File: config.mk
export PLATFORM = sky130hd
export DESIGN_NAME = ascon_enc_arbiter
export DESIGN_NICKNAME = d
export VERILOG_FILES = /design/src/rtl/ascon_enc_arbiter.sv
export SDC_FILE = /design/constraint.sdc
export NUM_CORES = 1
export LEC_CHECK = 0
export CAP_MARGIN = 20
export CORE_AREA = 4 4 680 682
export CTS_BUF_LIST = sky130_fd_sc_hd__clkbuf_8 sky130_fd_sc_hd__clkbuf_16
export CTS_CLUSTER_SIZE = 16
export DETAILED_ROUTE_END_ITERATION = 12
export DIE_AREA = 0 0 684 686
export HOLD_SLACK_MARGIN = 0.15
export MAX_ROUTING_LAYER = met4
export SYNTH_ARGS = -nofsm -noshare
export SYNTH_HDL_FRONTEND = slang
export SYNTH_SLANG_ARGS = --single-unit
File: constraint.sdc
create_clock -name clk -period 3 [get_ports clk]
set_input_delay 0.45 -clock clk [delete_from_list [all_inputs] [get_ports clk]]
set_output_delay 0.45 -clock clk [all_outputs]
set_load 0.03 [all_outputs]
File: src/rtl/ascon_enc_arbiter.sv
// Round-robin scheduler sharing one Ascon AEAD encryption core among N requesters.
// Ports:
//   clk, rst            : single clock, synchronous active-high reset
//   req                 : per-requester job request (level)
//   key_in/nonce_in/ad_in/pt_in : packed per-requester operands, requester i at [i*W +: W]
//   gnt                 : one-hot grant, one cycle, coincident with core_start
//   core_key/nonce/ad/pt: registered operands held until the next grant
//   core_start          : one-cycle start pulse to the core
//   core_ct/core_tag/core_ready : core results and level done flag
//   resp_valid/ready/id/ct/tag/err : response handshake back to the winner
//   busy                : scheduler not idle
module ascon_enc_arbiter #(
  parameter int unsigned N   = 4,
  parameter int unsigned K   = 128,
  parameter int unsigned L   = 16,
  parameter int unsigned Y   = 16,
  parameter int unsigned IW  = 2,
  parameter int unsigned TMO = 1024
) (
  input  logic              clk,
  input  logic              rst,
  input  logic [N-1:0]      req,
  input  logic [N*K-1:0]    key_in,
  input  logic [N*128-1:0]  nonce_in,
  input  logic [N*L-1:0]    ad_in,
  input  logic [N*Y-1:0]    pt_in,
  output logic [N-1:0]      gnt,
  output logic [K-1:0]      core_key,
  output logic [127:0]      core_nonce,
  output logic [L-1:0]      core_ad,
  output logic [Y-1:0]      core_pt,
  output logic              core_start,
  input  logic [Y-1:0]      core_ct,
  input  logic [127:0]      core_tag,
  input  logic              core_ready,
  output logic              resp_valid,
  input  logic              resp_ready,
  output logic [IW-1:0]     resp_id,
  output logic [Y-1:0]      resp_ct,
  output logic [127:0]      resp_tag,
  output logic              resp_err,
  output logic              busy
);

  localparam int unsigned NW  = 128;
  localparam int unsigned WDW = 16;

  typedef enum logic [2:0] {
    S_IDLE    = 3'd0,
    S_START   = 3'd1,
    S_WAIT_LO = 3'd2,
    S_WAIT_HI = 3'd3,
    S_RESP    = 3'd4
  } state_e;

  state_e         state_q, state_d;
  logic [IW-1:0]  last_q, last_d;
  logic [IW-1:0]  cur_id_q, cur_id_d;
  logic [WDW-1:0] wdog_q, wdog_d;
  logic [N-1:0]   gnt_q, gnt_d;
  logic [K-1:0]   core_key_q, core_key_d;
  logic [NW-1:0]  core_nonce_q, core_nonce_d;
  logic [L-1:0]   core_ad_q, core_ad_d;
  logic [Y-1:0]   core_pt_q, core_pt_d;
  logic           core_start_q, core_start_d;
  logic           resp_valid_q, resp_valid_d;
  logic [IW-1:0]  resp_id_q, resp_id_d;
  logic [Y-1:0]   resp_ct_q, resp_ct_d;
  logic [NW-1:0]  resp_tag_q, resp_tag_d;
  logic           resp_err_q, resp_err_d;
  logic           busy_q, busy_d;

  logic           win_found_c;
  logic [IW-1:0]  win_id_c;
  int unsigned    rr_idx_c;
  logic           wd_exp_c;

  // Round-robin pick: first set request searching upward from last+1, wrapping mod N.
  always_comb begin
    win_found_c = 1'b0;
    win_id_c    = '0;
    rr_idx_c    = 0;
    for (int unsigned k = 1; k <= N; k++) begin
      rr_idx_c = (32'(last_q) + k) % N;
      if (!win_found_c && req[rr_idx_c[IW-1:0]]) begin
        win_found_c = 1'b1;
        win_id_c    = rr_idx_c[IW-1:0];
      end
    end
  end

  // Watchdog limit reached; wins over a coincident core_ready.
  assign wd_exp_c = (wdog_q == WDW'(TMO - 1));

  // State register.
  always_ff @(posedge clk) begin
    if (rst) state_q <= S_IDLE;
    else     state_q <= state_d;
  end

  // Next-state logic.
  always_comb begin
    state_d = state_q;
    unique case (state_q)
      S_IDLE:    if (win_found_c) state_d = S_START;
      S_START:   state_d = S_WAIT_LO;
      // Wait for the previous job's stale ready to drop before looking for done.
      S_WAIT_LO: begin
        if (wd_exp_c)         state_d = S_RESP;
        else if (!core_ready) state_d = S_WAIT_HI;
      end
      S_WAIT_HI: if (wd_exp_c || core_ready) state_d = S_RESP;
      S_RESP:    if (resp_valid_q && resp_ready) state_d = S_IDLE;
      default:   state_d = S_IDLE;
    endcase
  end

  // Output / datapath next values; everything leaves the block through flops.
  always_comb begin
    last_d       = last_q;
    cur_id_d     = cur_id_q;
    wdog_d       = wdog_q;
    core_key_d   = core_key_q;
    core_nonce_d = core_nonce_q;
    core_ad_d    = core_ad_q;
    core_pt_d    = core_pt_q;
    resp_id_d    = resp_id_q;
    resp_ct_d    = resp_ct_q;
    resp_tag_d   = resp_tag_q;
    resp_err_d   = resp_err_q;
    gnt_d        = '0;
    core_start_d = 1'b0;
    resp_valid_d = (state_d == S_RESP);
    busy_d       = (state_d != S_IDLE);
    unique case (state_q)
      S_IDLE: begin
        if (win_found_c) begin
          core_key_d      = key_in[32'(win_id_c) * K +: K];
          core_nonce_d    = nonce_in[32'(win_id_c) * NW +: NW];
          core_ad_d       = ad_in[32'(win_id_c) * L +: L];
          core_pt_d       = pt_in[32'(win_id_c) * Y +: Y];
          gnt_d[win_id_c] = 1'b1;
          core_start_d    = 1'b1;
          cur_id_d        = win_id_c;
          last_d          = win_id_c;
        end
      end
      S_START: wdog_d = '0;
      S_WAIT_LO, S_WAIT_HI: begin
        if (wd_exp_c) begin
          resp_id_d  = cur_id_q;
          resp_ct_d  = '0;
          resp_tag_d = '0;
          resp_err_d = 1'b1;
        end else if ((state_q == S_WAIT_HI) && core_ready) begin
          resp_id_d  = cur_id_q;
          resp_ct_d  = core_ct;
          resp_tag_d = core_tag;
          resp_err_d = 1'b0;
        end else begin
          wdog_d = wdog_q + WDW'(1);
        end
      end
      default: ;
    endcase
  end

  // Datapath and output registers.
  always_ff @(posedge clk) begin
    if (rst) begin
      last_q       <= IW'(N - 1);
      cur_id_q     <= '0;
      wdog_q       <= '0;
      gnt_q        <= '0;
      core_key_q   <= '0;
      core_nonce_q <= '0;
      core_ad_q    <= '0;
      core_pt_q    <= '0;
      core_start_q <= 1'b0;
      resp_valid_q <= 1'b0;
      resp_id_q    <= '0;
      resp_ct_q    <= '0;
      resp_tag_q   <= '0;
      resp_err_q   <= 1'b0;
      busy_q       <= 1'b0;
    end else begin
      last_q       <= last_d;
      cur_id_q     <= cur_id_d;
      wdog_q       <= wdog_d;
      gnt_q        <= gnt_d;
      core_key_q   <= core_key_d;
      core_nonce_q <= core_nonce_d;
      core_ad_q    <= core_ad_d;
      core_pt_q    <= core_pt_d;
      core_start_q <= core_start_d;
      resp_valid_q <= resp_valid_d;
      resp_id_q    <= resp_id_d;
      resp_ct_q    <= resp_ct_d;
      resp_tag_q   <= resp_tag_d;
      resp_err_q   <= resp_err_d;
      busy_q       <= busy_d;
    end
  end

  assign gnt        = gnt_q;
  assign core_key   = core_key_q;
  assign core_nonce = core_nonce_q;
  assign core_ad    = core_ad_q;
  assign core_pt    = core_pt_q;
  assign core_start = core_start_q;
  assign resp_valid = resp_valid_q;
  assign resp_id    = resp_id_q;
  assign resp_ct    = resp_ct_q;
  assign resp_tag   = resp_tag_q;
  assign resp_err   = resp_err_q;
  assign busy       = busy_q;

endmodule
==> impl_metrics.xml, run 1 <==
<?xml version="1.0" encoding="UTF-8"?>
<metrics>
  <group name="cts">
    <metric name="htree_num_levels" unit="">3</metric>
    <metric name="tritoncts_clock_tree" unit="">yes</metric>
    <metric name="clkTransAtPathRegs" unit="ps">60</metric>
    <metric name="clock_latency" unit="ps">830</metric>
    <metric name="cts_buffers" unit="">78</metric>
    <metric name="max-clock-path-buffers" unit="">4</metric>
    <metric name="clock-root-buffer" unit="">sky130_fd_sc_hd__clkbuf_16</metric>
    <metric name="cts_sinks" unit="">465</metric>
  </group>
  <group name="drt">
    <metric name="route.detailed.drc" unit="">0</metric>
    <metric name="dr_total_vias" unit="">37078</metric>
    <metric name="wl_per_cell" unit="um">32.0</metric>
    <metric name="routed_via_density" unit="">3.26</metric>
    <metric name="drt.antenna.violating_nets" unit="">0</metric>
    <metric name="drt_pass1_iterations" unit="">6</metric>
    <metric name="detail_route.wirelength" unit="mm">364</metric>
    <metric name="drt_iter0_drc" unit="">3350</metric>
  </group>
  <group name="setup_path">
    <metric name="path_max_fanout" unit="">21</metric>
    <metric name="arrival" unit="ps">3690</metric>
    <metric name="path_class" unit="">flip-flop to flip-flop</metric>
    <metric name="timing.critical_path.from_type" unit="">flip-flop</metric>
    <metric name="setup.worst_path.end_class" unit="">flip-flop</metric>
    <metric name="required_time_of_the_critical_path" unit="ps">3740</metric>
  </group>
  <group name="layout">
    <metric name="multi_input_comb_area" unit="sq mm">0.0130</metric>
    <metric name="finalInstanceArea" unit="sq mm">0.0566</metric>
    <metric name="fin_cells" unit="">11379</metric>
    <metric name="layout-drive-gt1-share" unit="%">8.07</metric>
    <metric name="fillers" unit="">52217</metric>
    <metric name="area_growth" unit="%">129</metric>
    <metric name="num-nets-final" unit="">6383</metric>
    <metric name="area.sequential" unit="sq mm">0.00931</metric>
  </group>
  <group name="synthesis">
    <metric name="synth_cell_types" unit="">47</metric>
    <metric name="synth-main-ff-cell" unit="">sky130_fd_sc_hd__dfxtp_1</metric>
    <metric name="ys_seq_area_share" unit="%">37.7</metric>
    <metric name="synth_most_common_cell" unit="">sky130_fd_sc_hd__nand2_1</metric>
    <metric name="yosys_warnings" unit="">0</metric>
    <metric name="syn-instance-count" unit="">3120</metric>
    <metric name="synth_commonest_cells" unit="">592 x sky130_fd_sc_hd__nand2_1, 465 x sky130_fd_sc_hd__dfxtp_1, 333 x sky130_fd_sc_hd__clkbuf_1</metric>
    <metric name="synth-seq-cells" unit="">465</metric>
    <metric name="synth_edf_count" unit="">0</metric>
    <metric name="syn_nets" unit="">4425</metric>
    <metric name="yosysTopAreaCell" unit="">sky130_fd_sc_hd__dfxtp_1</metric>
    <metric name="yosys.area.top_type_share" unit="%">37.7</metric>
    <metric name="synth_area_leaders" unit="">sky130_fd_sc_hd__dfxtp_1 38%, sky130_fd_sc_hd__a311oi_1 10%, sky130_fd_sc_hd__nand2_1 9.0%</metric>
    <metric name="synth_area_per_cell" unit="sq um">7.92</metric>
    <metric name="synth-async-reset-ratio" unit="%">0</metric>
    <metric name="synthesis.area" unit="sq mm">0.0247</metric>
  </group>
  <group name="timing">
    <metric name="report.final.setup_viol" unit="">0</metric>
    <metric name="finClkSkew" unit="ps">84.2</metric>
    <metric name="hold_viol_final" unit="">0</metric>
    <metric name="number_of_max_slew_violations_in_the_final_report" unit="">0</metric>
    <metric name="worst_pin_slew" unit="ps">980</metric>
    <metric name="finalWorstPathRequiredPeriod" unit="ps">2940</metric>
    <metric name="relSlewSlack" unit="%">34.5</metric>
    <metric name="unrepaired_setup_endpoints_after_global_routing" unit="">false</metric>
    <metric name="post-route-period-util" unit="%">98.1</metric>
    <metric name="max_freq" unit="GHz">0.340</metric>
  </group>
  <group name="global_routing">
    <metric name="grt_overflow" unit="">0</metric>
    <metric name="grt.met3_usage" unit="%">6.40</metric>
    <metric name="first_global_vias" unit="">35165</metric>
    <metric name="pin_count_of_the_biggest_net_entering_global_routing" unit="">76</metric>
    <metric name="antenna_violations_before_repair" unit="">407</metric>
    <metric name="busiest_layer" unit="">met2</metric>
    <metric name="global_route.usage.total" unit="%">15.2</metric>
    <metric name="gr-usage-met2" unit="%">23.7</metric>
    <metric name="grt.met1_usage" unit="%">15.9</metric>
    <metric name="grt_first_pass_wirelength" unit="mm">439</metric>
  </group>
  <group name="placement">
    <metric name="detailed_place.area" unit="sq mm">0.0510</metric>
    <metric name="post-place-cells" unit="">10758</metric>
    <metric name="port-buffer-count" unit="">1745</metric>
    <metric name="gp_congestion" unit="">1.13</metric>
    <metric name="place.detailed.hpwl" unit="mm">318</metric>
  </group>
  <group name="floorplan">
    <metric name="core_area" unit="sq mm">0.456</metric>
    <metric name="effective_utilization_at_floorplan" unit="%">5.42</metric>
    <metric name="die-width" unit="um">684</metric>
    <metric name="core.rowCount" unit="">248</metric>
    <metric name="io_pins" unit="">1746</metric>
    <metric name="die_h" unit="um">686</metric>
    <metric name="die-area" unit="sq mm">0.469</metric>
  </group>
  <group name="run_status">
    <metric name="status" unit="">finished, final reports clean</metric>
  </group>
  <group name="min_path">
    <metric name="min_path_type" unit="">primary input to flip-flop</metric>
  </group>
  <group name="pwr">
    <metric name="leakagePower" unit="nW">19.9</metric>
    <metric name="ir_drop" unit="mV">0.605</metric>
    <metric name="p_per_area" unit="mW/mm^2">582</metric>
  </group>
  <group name="flow_run">
    <metric name="maxCapViolCount" unit="">0</metric>
  </group>
</metrics>
==> logic make-up after synthesis <==
family,count (synthesis),synth area share [%]
buffers and inverters,644,10.0
DFF,465,37.7
and+or+nand+nor,667,10.6
adders and majority gates,1,0.0507
xor gates and xnor gates,15,0.532
muxes,1,0.0405
AOI/OAI and AO/OA,1327,41.0
==> placed cells by master (no fill, tap or decap), types with 2 or more instances in the layout <==
cell type / n
sky130_fd_sc_hd__clkbuf_16: 78
sky130_fd_sc_hd__a22o_1: 144
sky130_fd_sc_hd__nand2_4: 2
sky130_fd_sc_hd__nand3_1: 7
sky130_fd_sc_hd__a311oi_1: 289
sky130_fd_sc_hd__clkbuf_8: 16
sky130_fd_sc_hd__dlygate4sd3_1: 239
sky130_fd_sc_hd__nand2_1: 590
sky130_fd_sc_hd__nand4_1: 5
sky130_fd_sc_hd__buf_12: 69
sky130_fd_sc_hd__nor3b_1: 2
sky130_fd_sc_hd__xnor2_1: 10
sky130_fd_sc_hd__inv_6: 4
sky130_fd_sc_hd__buf_4: 195
sky130_fd_sc_hd__nor4_1: 4
sky130_fd_sc_hd__clkinvlp_4: 2
sky130_fd_sc_hd__o21bai_1: 289
sky130_fd_sc_hd__a211oi_1: 290
sky130_fd_sc_hd__bufinv_16: 6
sky130_fd_sc_hd__a31oi_1: 289
sky130_fd_sc_hd__nor2_4: 3
sky130_fd_sc_hd__clkinv_2: 10
sky130_fd_sc_hd__nor3_1: 4
sky130_fd_sc_hd__and2_1: 3
sky130_fd_sc_hd__clkdlybuf4s50_1: 1723
sky130_fd_sc_hd__dfxtp_1: 465
sky130_fd_sc_hd__xor2_1: 5
sky130_fd_sc_hd__nand2b_1: 6
sky130_fd_sc_hd__inv_1: 300
sky130_fd_sc_hd__or2_2: 2
sky130_fd_sc_hd__buf_2: 3
sky130_fd_sc_hd__a211oi_2: 2
sky130_fd_sc_hd__a21oi_1: 8
sky130_fd_sc_hd__nor2_1: 29
sky130_fd_sc_hd__o211ai_1: 2
sky130_fd_sc_hd__clkinv_4: 5
sky130_fd_sc_hd__diode_2: 249
==> power breakdown <==
part	internal [mW]	switching (mW)	total [mW]
Combinational	5.95	9.45	15.4
Sequential	7.21	0.719	7.93
Clock	5.63	4.02	9.65
==> critical path, cell delays in order (launching register included) <==
cell and delay (ps):
sky130_fd_sc_hd__dfxtp_1 370, sky130_fd_sc_hd__nor3_1 360, sky130_fd_sc_hd__o31a_2 370, sky130_fd_sc_hd__buf_12 300, sky130_fd_sc_hd__buf_4 360, sky130_fd_sc_hd__o21bai_1 100, sky130_fd_sc_hd__a311oi_1 260, sky130_fd_sc_hd__dlygate4sd3_1 610
==> routing by layer <==
layer	part of all wire (%)	vias to the layer above	wire length (um)
met2	46	2677	166000
met5	0	-	0
li1	-	15831	-
met3	11	808	39200
met4	6.9	0	25100
met1	37	17762	133000
==> sequential cells by signal, indices dropped and copies added, names as in the netlist <==
name        count
core_key      128
core_nonce    128
resp_tag      128
core_ad        16
core_pt        16
resp_ct        16
wdog_q         16
gnt             4
state_q         3
cur_id_q        2
last_q          2
resp_id         2
busy            1
core_start      1
resp_err        1
resp_valid      1
==> path summary, 6_finish.rpt <==
| path | start | end | slack [ps] | cells past startpoint |
|---|---|---|---|---|
| min reg2reg | resp_err | resp_err | 450 | 2 |
| min | key_in[467] | core_key[83] | 240 | 3 |
| max reg2reg | state_q[0] | core_ad[2] | 60 | 7 |
| max | state_q[0] | core_ad[2] | 60 | 7 |
==> area by class of cell <==
class                   count  area share [%]
clock inverters            38           0.667
clock buffers              94            3.83
repair buffers           2232            39.8
flip-flops and latches    465            16.4
well taps                6000            13.3
inverters                 290            1.92
multi-input cells        2011            23.0
diodes                    249            1.10
==> what timing repair did <==
action / 4_1_cts / 5_1_grt
setup buffers: 0 / 1
hold endpoints to repair: 201 / 0
endpoints found under the setup margin: 0 / 8
hold buffers: 239 / 0
resized for setup: 0 / 4
==> metrics by stage <==
step                      hold slack (ps)  TNS (ps)  setup WS, ps  power [mW]  utilization [%]
after floorplan                       437         0           771        13.8                -
after global placement                447     -5790          -201        23.1             11.2
after detailed placement              450     -6010          -198        23.1             11.2
after CTS                             150         0          73.1        33.6             12.3
final                                 240         0          56.2        33.0             12.4
after global routing                  194         0          2.31        34.4             12.4
Power figures use the tool's default switching activity.
==> run 2, diff against run 1 <==
==> constraint.sdc (replaced) <==
create_clock -name clk -period 3 [get_ports clk]
set_input_delay 0.6 -clock clk [delete_from_list [all_inputs] [get_ports clk]]
set_output_delay 0.6 -clock clk [all_outputs]
set_load 0.03 [all_outputs]
==> impl_metrics.xml, run 2 (synthesis gave the netlist of run 1 again) <==
<?xml version="1.0" encoding="UTF-8"?>
<metrics>
  <group name="layout">
    <metric name="final_common_cell" unit="">sky130_fd_sc_hd__clkdlybuf4s50_1</metric>
    <metric name="num-nets-final" unit="">6163</metric>
    <metric name="finalInstanceArea" unit="sq mm">0.0544</metric>
    <metric name="fillers" unit="">52362</metric>
    <metric name="layout-drive-gt1-share" unit="%">9.22</metric>
    <metric name="area_growth" unit="%">120</metric>
    <metric name="layout_common_cells" unit="">1,701 x sky130_fd_sc_hd__clkdlybuf4s50_1, 590 x sky130_fd_sc_hd__nand2_1, 465 x sky130_fd_sc_hd__dfxtp_1, 298 x sky130_fd_sc_hd__inv_1, 292 x sky130_fd_sc_hd__a211oi_1</metric>
    <metric name="fin_util" unit="%">11.9</metric>
  </group>
  <group name="pwr">
    <metric name="leakagePower" unit="nW">19.0</metric>
    <metric name="clkPwrFrac" unit="%">31.0</metric>
    <metric name="power.switching" unit="mW">14.0</metric>
    <metric name="ir_drop" unit="mV">0.399</metric>
    <metric name="power.sequential.fraction" unit="%">24.0</metric>
    <metric name="sw_frac_of_total" unit="%">42.4</metric>
    <metric name="p_per_area" unit="mW/mm^2">608</metric>
    <metric name="power_report.internal_total" unit="mW">19.1</metric>
    <metric name="power.share.combinational" unit="%">45.0</metric>
  </group>
  <group name="floorplan">
    <metric name="core_area" unit="sq mm">0.456</metric>
    <metric name="effective_utilization_at_floorplan" unit="%">5.42</metric>
    <metric name="die_h" unit="um">686</metric>
    <metric name="die-width" unit="um">684</metric>
    <metric name="core.rowCount" unit="">248</metric>
    <metric name="die-area" unit="sq mm">0.469</metric>
    <metric name="io_pins" unit="">1746</metric>
  </group>
  <group name="cts">
    <metric name="clock-root-buffer" unit="">sky130_fd_sc_hd__clkbuf_16</metric>
    <metric name="clkTransAtPathRegs" unit="ps">70</metric>
    <metric name="postCtsHoldBufs" unit="">1</metric>
    <metric name="cts_buffers" unit="">77</metric>
    <metric name="max-clock-path-buffers" unit="">4</metric>
    <metric name="cts_sinks" unit="">465</metric>
    <metric name="htree_num_levels" unit="">3</metric>
    <metric name="cts_setup_buffers" unit="">0</metric>
    <metric name="tritoncts_clock_tree" unit="">yes</metric>
    <metric name="clock_latency" unit="ps">810</metric>
    <metric name="post_cts_resized" unit="">0</metric>
  </group>
  <group name="setup_path">
    <metric name="required_time_of_the_critical_path" unit="ps">2400</metric>
    <metric name="critPathMaxStageDelay" unit="ps">1040</metric>
    <metric name="setup.worst_path.end_class" unit="">output port</metric>
    <metric name="path_max_fanout" unit="">2</metric>
    <metric name="worst_setup_path_endpoint" unit="">core_key[65]</metric>
    <metric name="path_class" unit="">flip-flop to output port</metric>
    <metric name="arrival" unit="ps">2230</metric>
    <metric name="cp_top_family" unit="">buffers and inverters</metric>
    <metric name="rrSetupSlack" unit="ps">470</metric>
    <metric name="path_depth" unit="">1</metric>
    <metric name="rr_endpoint" unit="">resp_tag[38]</metric>
    <metric name="critical_path.cell_chain" unit="">clkdlybuf4s50_1</metric>
    <metric name="path_buf_inv" unit="">1</metric>
    <metric name="crit_slowest_cell" unit="">sky130_fd_sc_hd__clkdlybuf4s50_1</metric>
    <metric name="timing.critical_path.from_type" unit="">flip-flop</metric>
    <metric name="r2r_start" unit="">wdog_q[0]</metric>
    <metric name="worstRegToRegCells" unit="">8</metric>
    <metric name="startpoint" unit="">core_key[65]</metric>
  </group>
  <group name="min_path">
    <metric name="min_path_type" unit="">primary input to flip-flop</metric>
  </group>
  <group name="global_routing">
    <metric name="first_global_vias" unit="">33721</metric>
    <metric name="grt_overflow" unit="">0</metric>
    <metric name="grt_first_pass_wirelength" unit="mm">435</metric>
    <metric name="pin_count_of_the_biggest_net_entering_global_routing" unit="">114</metric>
    <metric name="antenna_violations_before_repair" unit="">414</metric>
    <metric name="global_route.usage.total" unit="%">15.1</metric>
  </group>
  <group name="drt">
    <metric name="route.detailed.drc" unit="">0</metric>
    <metric name="drt_pass1_iterations" unit="">6</metric>
    <metric name="dr_total_vias" unit="">35691</metric>
    <metric name="detail_route.wirelength" unit="mm">361</metric>
    <metric name="wl_per_cell" unit="um">32.5</metric>
    <metric name="routed_via_density" unit="">3.21</metric>
    <metric name="drt_iter0_drc" unit="">3600</metric>
    <metric name="drt.antenna.violating_nets" unit="">0</metric>
  </group>
  <group name="timing">
    <metric name="unrepaired_setup_endpoints_after_global_routing" unit="">false</metric>
    <metric name="worst_pin_slew" unit="ps">859</metric>
    <metric name="finClkSkew" unit="ps">65.9</metric>
    <metric name="max_freq" unit="GHz">0.354</metric>
    <metric name="hold_viol_final" unit="">0</metric>
    <metric name="number_of_max_slew_violations_in_the_final_report" unit="">0</metric>
    <metric name="report.final.setup_viol" unit="">0</metric>
    <metric name="post-route-period-util" unit="%">94.3</metric>
    <metric name="finalWorstPathRequiredPeriod" unit="ps">2830</metric>
    <metric name="relSlewSlack" unit="%">42.5</metric>
    <metric name="setup_tns" unit="ps">0</metric>
  </group>
  <group name="placement">
    <metric name="detailed_place.area" unit="sq mm">0.0512</metric>
    <metric name="port-buffer-count" unit="">1745</metric>
    <metric name="gp_congestion" unit="">1.07</metric>
    <metric name="place.detailed.hpwl" unit="mm">319</metric>
  </group>
  <group name="flow_run">
    <metric name="maxCapViolCount" unit="">0</metric>
  </group>
  <group name="run_status">
    <metric name="status" unit="">finished, final reports clean</metric>
  </group>
</metrics>
## run 2: how the worst min path moves through the flow
stage                   from             end  slack, ps  depth (start not counted)
2_1_floorplan    cur_id_q[1]     cur_id_q[1]        440                          2
3_3_place_gp    resp_tag[39]    resp_tag[39]        460                          1
3_5_place_dp    resp_tag[42]    resp_tag[42]        450                          1
4_1_cts        nonce_in[147]  core_nonce[19]        250                          3
5_1_grt          key_in[381]   core_key[125]        300                          3
6_report         key_in[413]    core_key[29]        350                          3
## run 2: cell type report
class                           instances  area (sq um)  share of cell area (%)
Antenna cell                          192           480                   0.883
Clock buffer                           87          2060                    3.80
Clock inverter                         45           626                    1.15
Inverter                              290          1090                    2.00
Multi-Input combinational cell       2011         13000                    23.9
Sequential cell                       465          9310                    17.1
Tap cell                             6000          7510                    13.8
Timing Repair Buffer                 2013         20300                    37.4
## run 2: stage by stage
step           total power [mW]  hold WS [ps]  worst slack (ps)  instances
2_1_floorplan              13.8           437               684       3120
3_3_place_gp               23.1           455              -542      10778
3_5_place_dp               23.1           453              -558      10778
4_1_cts                    33.7           250              93.0      10911
5_1_grt                    34.6           297              80.1      11089
6_report                   33.1           352               172      11103
## run 2: power by group through the flow
stage	logic [mW]	clock network [mW]	registers (mW)
2_1_floorplan	4.03	0	9.78
3_3_place_gp	15.0	0	8.05
3_5_place_dp	15.0	0	8.08
4_1_cts	15.1	10.7	7.96
5_1_grt	15.7	10.8	8.06
6_report	14.9	10.2	7.96
## run 2: routing by layer
layer	GRT usage (%)	wire [um]
met3	6.68	40800
met1	15.8	131000
met4	6.83	19200
met5	-	0
met2	24.3	170000
